`src/rtl/serial_tx_arbiter.sv`:
```
// serial_tx_arbiter
//
// Round-robin arbiter that shares one serial transmitter between N_REQ byte
// producers. In IDLE it picks the next requester (search starts at ptr and wraps),
// latches its byte and pulses send. It then follows the transmitter's
// transmission flag through frame start and frame end. A forced idle gap
// follows each frame before the next grant.
//
// Ports:
//   clk          clock, shared with the transmitter
//   rst_n        asynchronous active-low reset
//   req          level request per requester
//   req_data     packed bytes, requester i at [i*DATA_W +: DATA_W]
//   ack          one-hot pulse: byte of requester i latched
//   tx_send      one-cycle pulse to the transmitter's send input
//   tx_data      byte to the transmitter, held from grant to next grant
//   tx_busy      transmitter's transmission output
//   grant_id     index of the current or most recent grant
//   busy         high in every state except IDLE (combinational from state)
//   timeout_err  one-cycle pulse when tx_busy fails to rise in time

module serial_tx_arbiter #(
    parameter int unsigned ID_W          = 2,
    parameter int unsigned DATA_W        = 8,
    parameter int unsigned START_TIMEOUT = 255,
    parameter int unsigned GAP_CYCLES    = 4,
    localparam int unsigned N_REQ        = 1 << ID_W
) (
    input  logic                    clk,
    input  logic                    rst_n,
    input  logic [N_REQ-1:0]        req,
    input  logic [N_REQ*DATA_W-1:0] req_data,
    output logic [N_REQ-1:0]        ack,
    output logic                    tx_send,
    output logic [DATA_W-1:0]       tx_data,
    input  logic                    tx_busy,
    output logic [ID_W-1:0]         grant_id,
    output logic                    busy,
    output logic                    timeout_err
);

    // Shared by the start-timeout and gap counts; both limits fit in 16 bits.
    localparam int unsigned CNT_W = 16;

    typedef enum logic [1:0] {
        StIdle,
        StWaitStart,
        StWaitDone,
        StGap
    } state_e;

    state_e             state_q, state_d;
    logic [CNT_W-1:0]   cnt_q, cnt_d;
    logic [ID_W-1:0]    ptr_q, ptr_d;
    logic [N_REQ-1:0]   ack_q, ack_d;
    logic               tx_send_q, tx_send_d;
    logic [DATA_W-1:0]  tx_data_q, tx_data_d;
    logic [ID_W-1:0]    grant_id_q, grant_id_d;
    logic               timeout_err_q, timeout_err_d;

    logic [ID_W-1:0]    sel;
    logic [ID_W-1:0]    idx;
    logic               found;

    // Round-robin pick: first set request at or after ptr, wrapping in ID_W bits.
    always_comb begin
        sel   = '0;
        idx   = '0;
        found = 1'b0;
        for (int unsigned i = 0; i < N_REQ; i++) begin
            idx = ptr_q + ID_W'(i);
            if (!found && req[idx]) begin
                found = 1'b1;
                sel   = idx;
            end
        end
    end

    always_comb begin
        state_d       = state_q;
        cnt_d         = cnt_q;
        ptr_d         = ptr_q;
        tx_data_d     = tx_data_q;
        grant_id_d    = grant_id_q;
        ack_d         = '0;
        tx_send_d     = 1'b0;
        timeout_err_d = 1'b0;

        unique case (state_q)
            StIdle: begin
                // A frame still shifting (e.g. after a mid-frame reset) blocks grants.
                if (found && !tx_busy) begin
                    tx_data_d   = req_data[sel*DATA_W +: DATA_W];
                    grant_id_d  = sel;
                    ack_d[sel]  = 1'b1;
                    tx_send_d   = 1'b1;
                    ptr_d       = sel + ID_W'(1);
                    cnt_d       = '0;
                    state_d     = StWaitStart;
                end
            end
            StWaitStart: begin
                // cnt_q counts cycles since tx_send; deciding one cycle early lets
                // the registered error land exactly START_TIMEOUT cycles after send.
                if (tx_busy) begin
                    state_d = StWaitDone;
                end else if (cnt_q == CNT_W'(START_TIMEOUT - 1)) begin
                    timeout_err_d = 1'b1;
                    cnt_d         = '0;
                    state_d       = StGap;
                end else begin
                    cnt_d = cnt_q + CNT_W'(1);
                end
            end
            StWaitDone: begin
                if (!tx_busy) begin
                    cnt_d   = '0;
                    state_d = StGap;
                end
            end
            StGap: begin
                // GAP_CYCLES == 0 still spends one cycle here.
                if (32'(cnt_q) + 32'd1 >= GAP_CYCLES) begin
                    state_d = StIdle;
                end else begin
                    cnt_d = cnt_q + CNT_W'(1);
                end
            end
            default: state_d = StIdle;
        endcase
    end

    always_ff @(posedge clk or negedge rst_n) begin
        if (!rst_n) begin
            state_q       <= StIdle;
            cnt_q         <= '0;
            ptr_q         <= '0;
            ack_q         <= '0;
            tx_send_q     <= 1'b0;
            tx_data_q     <= '0;
            grant_id_q    <= '0;
            timeout_err_q <= 1'b0;
        end else begin
            state_q       <= state_d;
            cnt_q         <= cnt_d;
            ptr_q         <= ptr_d;
            ack_q         <= ack_d;
            tx_send_q     <= tx_send_d;
            tx_data_q     <= tx_data_d;
            grant_id_q    <= grant_id_d;
            timeout_err_q <= timeout_err_d;
        end
    end

    assign ack         = ack_q;
    assign tx_send     = tx_send_q;
    assign tx_data     = tx_data_q;
    assign grant_id    = grant_id_q;
    assign timeout_err = timeout_err_q;
    assign busy        = (state_q != StIdle);

endmodule

```
`config.mk`:
```
export PLATFORM = sky130hd
export DESIGN_NAME = serial_tx_arbiter
export DESIGN_NICKNAME = d
export VERILOG_FILES = /design/src/rtl/serial_tx_arbiter.sv
export SDC_FILE = /design/constraint.sdc
export NUM_CORES = 1
export LEC_CHECK = 0
export CAP_MARGIN = 20
export CORE_MARGIN = 10
export CORE_UTILIZATION = 38
export DETAILED_ROUTE_END_ITERATION = 10
export PLACE_DENSITY_LB_ADDON = 0.05
export SLEW_MARGIN = 10
export SYNTH_ARGS = -nofsm -noshare
export SYNTH_HDL_FRONTEND = slang
export SYNTH_SLANG_ARGS = --single-unit
```
`constraint.sdc`:
```
create_clock -name clk -period 3 [get_ports clk]
set_input_delay 0.6 -clock clk [delete_from_list [all_inputs] [get_ports clk]]
set_output_delay 0.6 -clock clk [all_outputs]
set_load 0.02 [all_outputs]
```
==> impl_metrics.json <==
{
  "status": "completed",
  "layout_commonest_cell": "clkdlybuf4s50_1",
  "hp-class": "input pin to async pin",
  "finalCriticalPeriod_ns": 2.75,
  "clk_latency_ns": 0.30,
  "dieHeight_um": 102,
  "share_comb_of_total_power_pct": 53.6,
  "whs_ns": 0.401,
  "synth-simple-area-share_pct": 21.0,
  "nets": 385,
  "cp_slowest_cell": "dfrtp_1",
  "setup_viol": 0,
  "ant_nets": 0,
  "drt-total-wl_um": 6840,
  "startpoint_type": "register",
  "finalMaxSlewViolations": 0,
  "htree_levels": 2,
  "cts_hold_buf": 0,
  "async_reset_ff_share_pct": 100,
  "synth_xor_xnor_area_share_pct": 1.02,
  "worstPathArrival_ns": 2.94,
  "die_w_um": 102,
  "core_area_sq_um": 6460,
  "port-buffer-count": 55,
  "wl_per_cell_um": 16.5,
  "antenna_found_initial": 0,
  "power.total_mw": 2.45,
  "critPathCaptureType": "register",
  "final_layout_size_suffix_gt1_share_pct": 15.1,
  "reg2reg_from": "cnt_q[0]",
  "r2r_end": "cnt_q[4]",
  "ys_seq_area_share_pct": 34.9,
  "cts.path.max_buffers": 2,
  "tightest_slew_ns": 0.836,
  "ios": 56,
  "avgSynthCellArea_sq_um": 9.16,
  "sequentialPowerShare_pct": 28.6,
  "die_area_sq_um": 10500,
  "worst-r2r-setup-slack_ns": 0.25,
  "netSwitchingFraction_pct": 42.4,
  "p_int_mw": 1.41,
  "cts_root_buf": "clkbuf_8",
  "crit_type": "register to register",
  "fillers": 640,
  "critPathMaxFanout": 9,
  "layout_common_cells": "clkdlybuf4s50_1 (54), dfrtp_1 (36), nand2_1 (28), mux2i_1 (17)",
  "worst-r2r-cell-count": 9,
  "rsz0062_at_grt": "false",
  "max_freq_mhz": 363,
  "ys_warn_count": 0,
  "cts_tree": "done",
  "grt_remaining_overflow": 0,
  "yosysUniqueCellTypes": 54,
  "synth_flop_cell": "dfrtp_1",
  "muxShareOfSynthArea_pct": 10.7,
  "p_sw_mw": 1.04,
  "detailed_place.area_sq_um": 3240,
  "setup-tns-final_ns": 0,
  "period_share_pct": 91.8,
  "grt_pass1_wl_um": 11400,
  "finClkSkew_ns": 0.0127,
  "post-route-util_pct": 52.1,
  "numCtsBuffers": 5,
  "synthesis.nets": 331,
  "grt_usage_pct": 13.6,
  "grt_max_degree": 37,
  "clkPwrFrac_pct": 17.8,
  "num_vias": 2314,
  "dpl.hpwl_um": 5170,
  "synth_edf_count": 0,
  "synth_compound_area_share_pct": 20.6,
  "via_per_inst": 5.59,
  "initial_core_util_pct": 40.0,
  "grt_pass1_vias": 2327,
  "drt_pre_antenna_iters": 4,
  "drv_cap": 0,
  "slowest_delay_ns": 0.45,
  "hold_violations": 0,
  "synth_fa_ha_area_share_pct": 4.84,
  "crit_required_ns": 3.19,
  "synthToLayoutAreaGrowth_pct": 30.3,
  "power_density_nw_per_um2": 728,
  "globalplace.congestion": 0.837,
  "cp_cell_sequence": "ha_1 > nand3_1 > nor2_2 > or4_1 > a2bb2oi_2 > a31oi_4 > or2_1 > buf_4 > o41ai_1",
  "slew_headroom_pct": 44.3,
  "ys_seq_elements": 36,
  "finish.instance_area_sq_um": 3370,
  "drc": 0,
  "leakage_nw": 1.52,
  "synth_area_sq_um": 2580,
  "synthCells": 282,
  "synth_top_family_by_area": "simple AND/OR/NAND/NOR gates",
  "drt_iter0_drc": 102,
  "diodes": 0,
  "cts_sinks": 36,
  "rows": 29,
  "ir_drop_uv": 332,
  "clkTransAtPathRegs_ns": 0.09
}
cell type report:
type                            instances  area (sq um)  area share, %
Clock buffer                            6          72.6           2.16
Clock inverter                          2          35.0           1.04
Inverter                               13          48.8           1.45
Multi-Input combinational cell        208          1530           45.4
Sequential cell                        36           901           26.8
Tap cell                               77          96.3           2.86
Timing Repair Buffer                   72           686           20.4
worst max path at each step:
| stage | startpoint | end | depth (start not counted) |
|---|---|---|---|
| global placement | cnt_q[0] | cnt_q[7] | 9 |
| global route | cnt_q[0] | cnt_q[4] | 9 |
| CTS | cnt_q[0] | cnt_q[4] | 9 |
| floorplan | cnt_q[0] | cnt_q[12] | 10 |
| finish | cnt_q[0] | cnt_q[4] | 9 |
| detailed placement | cnt_q[0] | cnt_q[7] | 9 |
logic make-up (layout without fill, tap and decap cells):
group                      count (synthesis)  in the layout
DFF                                       36             36
adders and majority gates                 10             10
xor gates and xnor gates                   3              3
and+or+nand+nor                          101            101
AOI/OAI and AO/OA                         68             68
buffers and inverters                     38             93
muxes                                     26             26
registers in the layout, indices dropped and copies added, names as in the netlist:
register and count:
grant_id 2, tx_send 1, ack 4, cnt_q 16, timeout_err 1, state_q 2, ptr_q 2, tx_data 8
Yosys cell counts, drive strengths merged, types with 6 or more instances:
cell type	instances	area, sq um
a21oi	7	35.0
buf	15	95.1
clkbuf	10	37.5
dfrtp	36	901
ha	10	125
inv	13	48.8
mux2	9	105
mux2i	17	170
nand2	28	105
nand3	11	55.1
nand4	8	65.1
nor2	17	66.3
nor4	6	37.5
o21ai	18	90.1
o31ai	14	115
o41ai	8	108
critical path, delay by kind of cell (launching register included):
kind            cells  cell delay, ns
flops               1            0.45
buf+inv             1            0.19
simple gates        4            1.03
fa+ha+maj           1            0.31
compound gates      3            0.66
through the flow:
stage	instances	setup slack [ns]
floorplan	282	0.566
detailed placement	406	0.205
CTS	414	0.166
finish	414	0.245
global route	414	0.0130
global placement	406	0.370
per-layer routing:
layer  global-route usage, %  part of all wire, %  up-vias
met5                       0                    0        -
met4                    4.34                  1.5        0
met3                    6.41                  9.3       10
met2                    20.9                   45       79
met1                    16.4                   44     1086
li1                        -                    -     1139
power groups by stage:
stage          combinational [mW]  clock [mW]  sequential, mW
6_report                     1.31       0.436           0.702
2_1_floorplan               0.807           0           0.770
3_5_place_dp                 1.33           0           0.710
4_1_cts                      1.33       0.447           0.704
5_1_grt                      1.47       0.470           0.721
3_3_place_gp                 1.33           0           0.704
timing repair:
action | in CTS | in global routing
setup buffers | 0 | 0
resized for setup | 0 | 3
setup endpoints to repair | 0 | 6
(Power assumes the default switching activity.)
